<file path="config.mk">
export PLATFORM = sky130hd
export DESIGN_NAME = robo_controller_flat
export DESIGN_NICKNAME = d
export VERILOG_FILES = /design/src/rtl/robo_controller_if.sv /design/src/rtl/robo_controller.sv /design/src/flat_wrapper.sv
export SDC_FILE = /design/constraint.sdc
export NUM_CORES = 1
export LEC_CHECK = 0
export CAP_MARGIN = 0
export CORE_UTILIZATION = 55
export DETAILED_ROUTE_END_ITERATION = 7
export PLACE_DENSITY = 0.88
export RECOVER_POWER = 50
export SYNTH_ARGS = -nofsm -noshare
export SYNTH_HDL_FRONTEND = slang
export SYNTH_SLANG_ARGS = --single-unit
</file>
<file path="constraint.sdc">
create_clock -name i_clock -period 5 [get_ports i_clock]
set_clock_uncertainty 0.15 [all_clocks]
set_input_delay 0.75 -clock i_clock [delete_from_list [all_inputs] [get_ports i_clock]]
set_output_delay 0.75 -clock i_clock [all_outputs]
set_load 0.05 [all_outputs]
</file>
<file path="src/rtl/robo_controller_if.sv">
// Bundle of all non-clock/reset signals between the robot sequencer and its
// environment (gamepad decoder on one side, map memory on the other).
interface robo_controller_if;
    logic        manual_mode;
    logic [11:0] gamepad_input;
    logic        head;
    logic        left;
    logic        under;
    logic        barrier;
    logic        sense_valid;
    logic        cmd_ack;
    logic        sense_req;
    logic        cmd_valid;
    logic [2:0]  cmd;
    logic        busy;
    logic        done;
    logic        error;
    logic [15:0] steps;

    // environment side: drives mode, buttons, sensors and acks
    modport master (
        output manual_mode, gamepad_input, head, left, under, barrier,
               sense_valid, cmd_ack,
        input  sense_req, cmd_valid, cmd, busy, done, error, steps
    );

    // sequencer side
    modport slave (
        input  manual_mode, gamepad_input, head, left, under, barrier,
               sense_valid, cmd_ack,
        output sense_req, cmd_valid, cmd, busy, done, error, steps
    );
endinterface

</file>
<file path="src/rtl/robo_controller.sv">
// Maze robot motion sequencer: left-hand wall following in autonomous mode,
// edge-detected gamepad forwarding in manual mode, one command in flight.
//
// state        | meaning
// -------------+-----------------------------------------------------------
// S_IDLE       | pick mode: manual waits for a button edge, auto starts pacing
// S_WAIT_STEP  | pacing gap of STEP_CYCLES cycles between autonomous steps
// S_SENSE      | one-cycle sense_req pulse
// S_WAIT_SENSE | wait for sensor snapshot, bounded by TIMEOUT
// S_DECIDE     | apply wall-following rules to the latched snapshot
// S_ISSUE      | hold cmd_valid/cmd until acked, bounded by TIMEOUT
// S_DONE       | goal reached, parked until manual mode
// S_ERROR      | handshake timeout, parked until reset
module robo_controller #(
    parameter int unsigned STEP_CYCLES = 4,
    parameter int unsigned TIMEOUT     = 15
) (
    input  logic             i_clock,
    input  logic             i_reset,
    robo_controller_if.slave bus
);
    typedef enum logic [2:0] {
        S_IDLE, S_WAIT_STEP, S_SENSE, S_WAIT_SENSE,
        S_DECIDE, S_ISSUE, S_DONE, S_ERROR
    } state_t;

    localparam logic [2:0] CMD_NONE   = 3'd0;
    localparam logic [2:0] CMD_FWD    = 3'd1;
    localparam logic [2:0] CMD_LEFT   = 3'd2;
    localparam logic [2:0] CMD_RIGHT  = 3'd3;
    localparam logic [2:0] CMD_REMOVE = 3'd4;

    localparam logic [7:0] STEP_LOAD = 8'(STEP_CYCLES - 1);
    localparam logic [7:0] TO_LOAD   = 8'(TIMEOUT - 1);

    state_t      r_state;
    state_t      w_next;
    logic [7:0]  r_cnt;
    logic        w_cnt_tc;
    logic [3:0]  r_pad_s;
    logic [3:0]  r_pad_prev;
    logic [3:0]  w_pad_rise;
    logic        r_head;
    logic        r_left;
    logic        r_under;
    logic        r_barrier;
    logic        r_last_left;
    logic        r_mode_prev;
    logic [2:0]  r_cmd;
    logic [2:0]  w_cmd_next;
    logic [15:0] r_steps;
    logic        w_ack;
    logic        w_unused_pad;

    // The buttons are registered once before the edge compare, so an edge
    // is acted on one cycle after the press is first sampled.
    assign w_pad_rise   = r_pad_s & ~r_pad_prev;
    assign w_cnt_tc     = (r_cnt == 8'd0);
    assign w_ack        = (r_state == S_ISSUE) && bus.cmd_ack;
    assign w_unused_pad = ^bus.gamepad_input[11:4];

    // State register plus the shared pacing/timeout down-counter, reloaded on every state change
    always_ff @(posedge i_clock) begin
        if (!i_reset) begin
            r_state <= S_IDLE;
            r_cnt   <= '0;
        end else begin
            r_state <= w_next;
            if (w_next != r_state) begin
                case (w_next)
                    S_WAIT_STEP:           r_cnt <= STEP_LOAD;
                    S_WAIT_SENSE, S_ISSUE: r_cnt <= TO_LOAD;
                    default:               r_cnt <= '0;
                endcase
            end else if (!w_cnt_tc) begin
                r_cnt <= r_cnt - 8'd1;
            end
        end
    end

    // Datapath: button history, sensor snapshot, pending command, step count, last_left
    always_ff @(posedge i_clock) begin
        if (!i_reset) begin
            r_pad_s     <= '0;
            r_pad_prev  <= '0;
            r_mode_prev <= 1'b0;
            r_head      <= 1'b0;
            r_left      <= 1'b0;
            r_under     <= 1'b0;
            r_barrier   <= 1'b0;
            r_cmd       <= CMD_NONE;
            r_steps     <= '0;
            r_last_left <= 1'b0;
        end else begin
            r_pad_s     <= bus.gamepad_input[3:0];
            r_pad_prev  <= r_pad_s;
            r_mode_prev <= bus.manual_mode;
            if (r_state == S_WAIT_SENSE && bus.sense_valid) begin
                r_head    <= bus.head;
                r_left    <= bus.left;
                r_under   <= bus.under;
                r_barrier <= bus.barrier;
            end
            if (w_next == S_ISSUE && r_state != S_ISSUE) begin
                r_cmd <= w_cmd_next;
            end
            if (w_ack) begin
                if (r_steps != 16'hFFFF) begin
                    r_steps <= r_steps + 16'd1;
                end
                r_last_left <= (r_cmd == CMD_LEFT);
            end
            // switching to manual forgets the previous turn history
            if (bus.manual_mode && !r_mode_prev) begin
                r_last_left <= 1'b0;
            end
        end
    end

    // Next-state and command selection
    always_comb begin
        w_next     = r_state;
        w_cmd_next = CMD_NONE;
        case (r_state)
            S_IDLE: begin
                if (bus.manual_mode) begin
                    if (w_pad_rise[0]) begin
                        w_next = S_ISSUE; w_cmd_next = CMD_FWD;
                    end else if (w_pad_rise[1]) begin
                        w_next = S_ISSUE; w_cmd_next = CMD_LEFT;
                    end else if (w_pad_rise[2]) begin
                        w_next = S_ISSUE; w_cmd_next = CMD_RIGHT;
                    end else if (w_pad_rise[3]) begin
                        w_next = S_ISSUE; w_cmd_next = CMD_REMOVE;
                    end
                end else begin
                    w_next = S_WAIT_STEP;
                end
            end
            S_WAIT_STEP: begin
                if (bus.manual_mode)   w_next = S_IDLE;
                else if (w_cnt_tc)     w_next = S_SENSE;
            end
            S_SENSE: w_next = S_WAIT_SENSE;
            S_WAIT_SENSE: begin
                if (bus.sense_valid)   w_next = S_DECIDE;
                else if (w_cnt_tc)     w_next = S_ERROR;
            end
            S_DECIDE: begin
                if (r_under) begin
                    w_next = S_DONE;
                end else begin
                    w_next = S_ISSUE;
                    if (r_barrier)                    w_cmd_next = CMD_REMOVE;
                    else if (!r_left && !r_last_left) w_cmd_next = CMD_LEFT;
                    else if (!r_head)                 w_cmd_next = CMD_FWD;
                    else                              w_cmd_next = CMD_RIGHT;
                end
            end
            S_ISSUE: begin
                if (bus.cmd_ack)       w_next = S_IDLE;
                else if (w_cnt_tc)     w_next = S_ERROR;
            end
            S_DONE: begin
                if (bus.manual_mode)   w_next = S_IDLE;
            end
            S_ERROR: w_next = S_ERROR;
            default: w_next = S_IDLE;
        endcase
    end

    // Moore outputs decoded from the state
    always_comb begin
        bus.sense_req = (r_state == S_SENSE);
        bus.cmd_valid = (r_state == S_ISSUE);
        bus.cmd       = (r_state == S_ISSUE) ? r_cmd : CMD_NONE;
        bus.busy      = !(r_state == S_IDLE || r_state == S_DONE || r_state == S_ERROR);
        bus.done      = (r_state == S_DONE);
        bus.error     = (r_state == S_ERROR);
        bus.steps     = r_steps;
    end
endmodule

</file>
<file path="src/flat_wrapper.sv">
// flat-port wrapper written by rule: the top's interface ports become plain ports
module robo_controller_flat 
#(
    parameter int unsigned STEP_CYCLES = 4,
    parameter int unsigned TIMEOUT     = 15
)
  (i_clock, i_reset, bus_manual_mode, bus_gamepad_input, bus_head, bus_left, bus_under, bus_barrier, bus_sense_valid, bus_cmd_ack, bus_sense_req, bus_cmd_valid, bus_cmd, bus_busy, bus_done, bus_error, bus_steps);
  robo_controller_if bus_i ();
  input  logic i_clock;
  input  logic i_reset;
  input wire logic [$bits(bus_i.manual_mode)-1:0] bus_manual_mode;
  input wire logic [$bits(bus_i.gamepad_input)-1:0] bus_gamepad_input;
  input wire logic [$bits(bus_i.head)-1:0] bus_head;
  input wire logic [$bits(bus_i.left)-1:0] bus_left;
  input wire logic [$bits(bus_i.under)-1:0] bus_under;
  input wire logic [$bits(bus_i.barrier)-1:0] bus_barrier;
  input wire logic [$bits(bus_i.sense_valid)-1:0] bus_sense_valid;
  input wire logic [$bits(bus_i.cmd_ack)-1:0] bus_cmd_ack;
  output wire logic [$bits(bus_i.sense_req)-1:0] bus_sense_req;
  output wire logic [$bits(bus_i.cmd_valid)-1:0] bus_cmd_valid;
  output wire logic [$bits(bus_i.cmd)-1:0] bus_cmd;
  output wire logic [$bits(bus_i.busy)-1:0] bus_busy;
  output wire logic [$bits(bus_i.done)-1:0] bus_done;
  output wire logic [$bits(bus_i.error)-1:0] bus_error;
  output wire logic [$bits(bus_i.steps)-1:0] bus_steps;
  assign bus_i.manual_mode = bus_manual_mode;
  assign bus_i.gamepad_input = bus_gamepad_input;
  assign bus_i.head = bus_head;
  assign bus_i.left = bus_left;
  assign bus_i.under = bus_under;
  assign bus_i.barrier = bus_barrier;
  assign bus_i.sense_valid = bus_sense_valid;
  assign bus_i.cmd_ack = bus_cmd_ack;
  assign bus_sense_req = bus_i.sense_req;
  assign bus_cmd_valid = bus_i.cmd_valid;
  assign bus_cmd = bus_i.cmd;
  assign bus_busy = bus_i.busy;
  assign bus_done = bus_i.done;
  assign bus_error = bus_i.error;
  assign bus_steps = bus_i.steps;
  robo_controller #(.STEP_CYCLES(STEP_CYCLES), .TIMEOUT(TIMEOUT)) u_core (.i_clock(i_clock), .i_reset(i_reset), .bus(bus_i));
endmodule
</file>
# --- Yosys cells after proc, flatten, opt, wreduce, memory -nomap -nowiden ---
# Index checks and enable logic that the tools add are counted.
totals:
  ff_bits: 44
  output_inout_bits: 24
  word_cells: 75
classes:
  addsub: 2
  n_eq_ne: 15
  mux: 27
  n_bitwise: 3
  reduce_logical: 16
ops:
  columns: ["op", "count"]
  rows:
  - ["3-bit 2-to-1 mux", 20]
  - ["3-bit one-hot mux with 8 select lines", 1]
  - ["16-bit by 1-bit adder with 16-bit output, second input constant", 1]
  - ["8-bit 2-to-1 mux", 2]
  - ["16-bit != test, second input constant", 1]
  - ["3-bit equality test, second input constant", 5]
  - ["3-bit by 2-bit equality test with 1-bit output, second input constant", 4]
  - ["8-bit zero test", 1]
  - ["4-bit one-hot mux with 2 select lines", 1]
  - ["8-bit by 1-bit subtractor with 8-bit output, second input constant", 1]
  - ["3-bit by 1-bit equality test with 1-bit output, second input constant", 2]
  - ["3-bit one-hot mux with 2 select lines", 1]
  - ["1-bit logical AND", 5]
  - ["4-bit AND", 1]
  - ["1-bit zero test", 4]
  - ["2-bit 2-to-1 mux", 2]
  - ["4-bit NOT", 1]
  - ["2-bit OR reduction", 2]
  - ["3-bit zero test", 1]
  - ["3-bit != test", 1]
  - ["3-bit != test, second input constant", 1]
  - ["1-bit logical OR", 2]
  - ["2-bit != test, second input constant", 1]
  - ["2-bit AND reduction", 1]
  - ["1-bit NOT", 1]

# --- Logic depth before layout (Yosys ltp) ---
logic_depth:
  depth_word: 12
  mapped_depth: 8

# --- Worst setup path after synthesis ---
# No wires, ideal clock.
synth_path:
  kind: "register -> output"
  start: "reg u_core.r_state[2]"
  end: "out bus_done"
  arrival_ns: 1.600
  required_ns: 4.100
  slack_ns: 2.500
  path_stages_with_launch: 4
  n_path_buf: 1
  cell_sequence: "dfxtp_1 buf_6 inv_2 nor3_1"
synth_between:
  elab_chain_len: 1
synth_rtl:
  columns: ["element", "line_no", "text"]
  rows:
  - ["start: declaration", "robo_controller.sv:36", "state_t r_state;"]
  - ["start signal: assignment", "robo_controller.sv:68", "r_state <= w_next;"]
  - ["3-bit equality test", "robo_controller.sv:178", "bus.done = (r_state == S_DONE);"]
  - ["end: declaration", "flat_wrapper.sv:23", "output wire logic [$bits(bus_i.done)-1:0] bus_done;"]
# Every way passes these cells.

# --- Worst setup path in the final report ---
layout_path:
  start: "reg u_core.r_state[2]"
  end: "out bus_cmd[0]"
layout_between:
  elab_chain_len: 2
layout_rtl:
  columns: ["element", "line_no", "text"]
  rows:
  - ["3-bit equality test", "robo_controller.sv:176", "bus.cmd = (r_state == S_ISSUE) ? r_cmd : CMD_NONE;"]
  - ["3-bit 2-to-1 mux", "robo_controller.sv:176", null]
  - ["end: declaration", "flat_wrapper.sv:21", "output wire logic [$bits(bus_i.cmd)-1:0] bus_cmd;"]
# Every way passes these cells.

==> impl_metrics.json <==
{
  "status": "finished clean",
  "die_w_um": 66.3,
  "synth.area.top_cells": "dfxtp_1, nor2_1, xor2_1",
  "powerDensity_nw_per_um2": 444,
  "clk_pin_slew_worst_paths_ns": 0.08,
  "required_ns": 4.10,
  "yosys-top-cells-count": "dfxtp_1, nor2_1, nand2_1",
  "cts_sinks": 44,
  "hp-start": "u_core.r_pad_s[3]",
  "critical_path_arrival_ns": 2.38,
  "syn_inst": 261,
  "start_util_pct": 59.8,
  "hold_violations": 0,
  "rows": 22,
  "drc_errors": 0,
  "grt_use_met3_pct": 7.24,
  "fin_nets": 317,
  "io_pins": 45,
  "startpoint_type": "flip-flop",
  "layout-drive-gt1-share_pct": 9.18,
  "cts_tree": "built",
  "wire_per_inst_um": 14.7,
  "regArea_um2": 881,
  "cp_max_fo": 13,
  "grt_max_degree": 29,
  "area_delta_synth_final_pct": 20.2,
  "yosysTopAreaCell": "dfxtp_1",
  "dp_hpwl_um": 3520,
  "num_vias": 1971,
  "finalSetupTns_ns": 0,
  "dr.pass1.iters": 4,
  "synth-seq-area-share_pct": 38.8,
  "routed_wl_um": 5020,
  "crit_path_start": "u_core.r_state[2]",
  "holdBufCountCts": 0,
  "holdWs_ns": 0.299,
  "met2_usage_pct": 42.7,
  "clk_path_buf_depth": 2,
  "yosysWarnings": 0,
  "leakagePower_nw": 0.988,
  "worst_slew_pin_slew_ns": 0.986,
  "synth_edf_count": 0,
  "fmax_ghz": 0.305,
  "cts_made_buffers": 5,
  "worstReg2RegStart": "u_core.r_cnt[0]",
  "drv_slew": 0,
  "min_period_ns": 3.28,
  "clockRootBuffer": "clkbuf_8",
  "drt_iter0_drc": 92,
  "grt_antenna_before_repair": 0,
  "top_usage_layer": "met2",
  "syn_nets": 284,
  "path_class": "reg -> out",
  "io_buffers": 36,
  "hp-class": "reg -> reg",
  "grt_setup_unrepaired": "no",
  "timing.final.crit_share_pct": 65.6,
  "post_drt_via_cell_ratio": 5.76,
  "cts_setup_buffers": 0,
  "synthFlopType": "dfxtp_1",
  "dp.cells": 335,
  "die-area_um2": 4390,
  "synth_area_um2": 2270,
  "cts-htree-levels": 2,
  "vdd_drop_max_v": 0.000177,
  "drv_cap": 0,
  "multi_input_area_um2": 1310,
  "core_um2": 3800,
  "setup_violations": 0,
  "ys_async_sr_fraction_pct": 0,
  "ant_nets": 0,
  "grt_pass1_wl_um": 8450,
  "ctsResizeCount": 0,
  "synth.most_common_cell": "dfxtp_1",
  "num_antenna_cells": 0,
  "grt_overflow": 0,
  "critPathCaptureType": "output pin",
  "ys_types": 60,
  "max_slew_margin_pct": 34.2,
  "avgSynthCellArea_um2": 8.71,
  "gr-usage-met1_pct": 29.5,
  "fp.dieH_um": 66.3,
  "finalNonFillerCells": 342,
  "yosys.area.top_type_share_pct": 38.8,
  "ys_seq_elements": 44,
  "grt_use_total_pct": 25.2,
  "grt_pass1_vias": 1869,
  "fillers": 304,
  "clock_latency_ns": 0.29,
  "gp_congestion": 0.854
}
## stage by stage
step / utilization (%) / power (W) / area (µm²) / setup WS [ns]
after detailed placement: 69.5 / 0.000980 / 2640 / 2.07
after CTS: 72.1 / 0.00122 / 2740 / 1.71
after global placement: 69.5 / 0.000963 / 2640 / 2.09
after global routing: 71.9 / 0.00129 / 2730 / 1.60
final: 71.9 / 0.00121 / 2730 / 1.72
after floorplan: - / 0.000876 / 2270 / 2.50
## state kept, by name, summed over array words and instances (netlist names)
register	flops
u_core.r_pad_prev	4
u_core.r_left	1
u_core.r_pad_s	4
u_core.r_head	1
u_core.r_mode_prev	1
u_core.bus.steps	16
u_core.r_last_left	1
u_core.r_barrier	1
u_core.r_state	3
u_core.r_under	1
u_core.r_cmd	3
u_core.r_cnt	8
## layer usage
metal / vias up / share of wire, %
li1: 989 / -
met1: 918 / 44
met2: 52 / 49
met3: 12 / 5.3
met4: 0 / 1.7
met5: - / 0
## power breakdown
part | internal, W | total, W | switching, W | leakage, nW
combinational | 0.000218 | 0.000529 | 0.000310 | 0.580
clock | 0.000123 | 0.000239 | 0.000116 | 0.0503
sequential | 0.000387 | 0.000445 | 0.0000580 | 0.358
## critical path: stages (launching register included)
cell	delay (ns)
dfxtp_1	0.61
and3b_1	0.45
and2_1	0.21
clkdlybuf4s50_1	0.81
## logic make-up (layout without fill, tap and decap cells)
family	count (synthesis)	count (layout)	synth area share [%]
simple gates	133	133	33.0
xor+xnor	17	17	6.55
compound gates	43	43	14.5
buf+inv	16	49	3.25
fa+ha+maj	2	2	1.10
mux	6	6	2.81
flops	44	44	38.8
## layout make-up
type	count	share of cell area [%]
inverter	6	0.825
clock buffer	7	3.53
timing repair buffer	36	13.2
sequential	44	32.3
tap	48	2.20
multi-input combinational	201	48.0
## path summary, 6_finish.rpt
path                          endpoint  cells past startpoint  slack (ns)
hold reg to reg   u_core.r_pad_prev[3]                      1        0.30
hold / removal    u_core.r_pad_prev[3]                      1        0.30
setup / recovery            bus_cmd[0]                      3        1.72
setup reg to reg       u_core.r_cnt[2]                      8        2.58
## cells in the final DEF (no fill, tap or decap), types with 5 or more instances in the layout
cell             netlist  layout
and2_1                16      10
o21ai_0                9       9
nand3_1               17      17
dfxtp_1               44      44
clkdlybuf4s50_1        0      32
inv_1                  4       5
nor3_1                10      10
nor3_2                 5       5
nor2b_1                8       8
nand2_1               21      21
xor2_1                12      12
nor2_1                29      29
and2_0                 0       6
a21oi_1                9       9
mux2i_1                5       5
xnor2_1                5       5
clkbuf_8               0       7
Power figures use the tool's default switching activity.
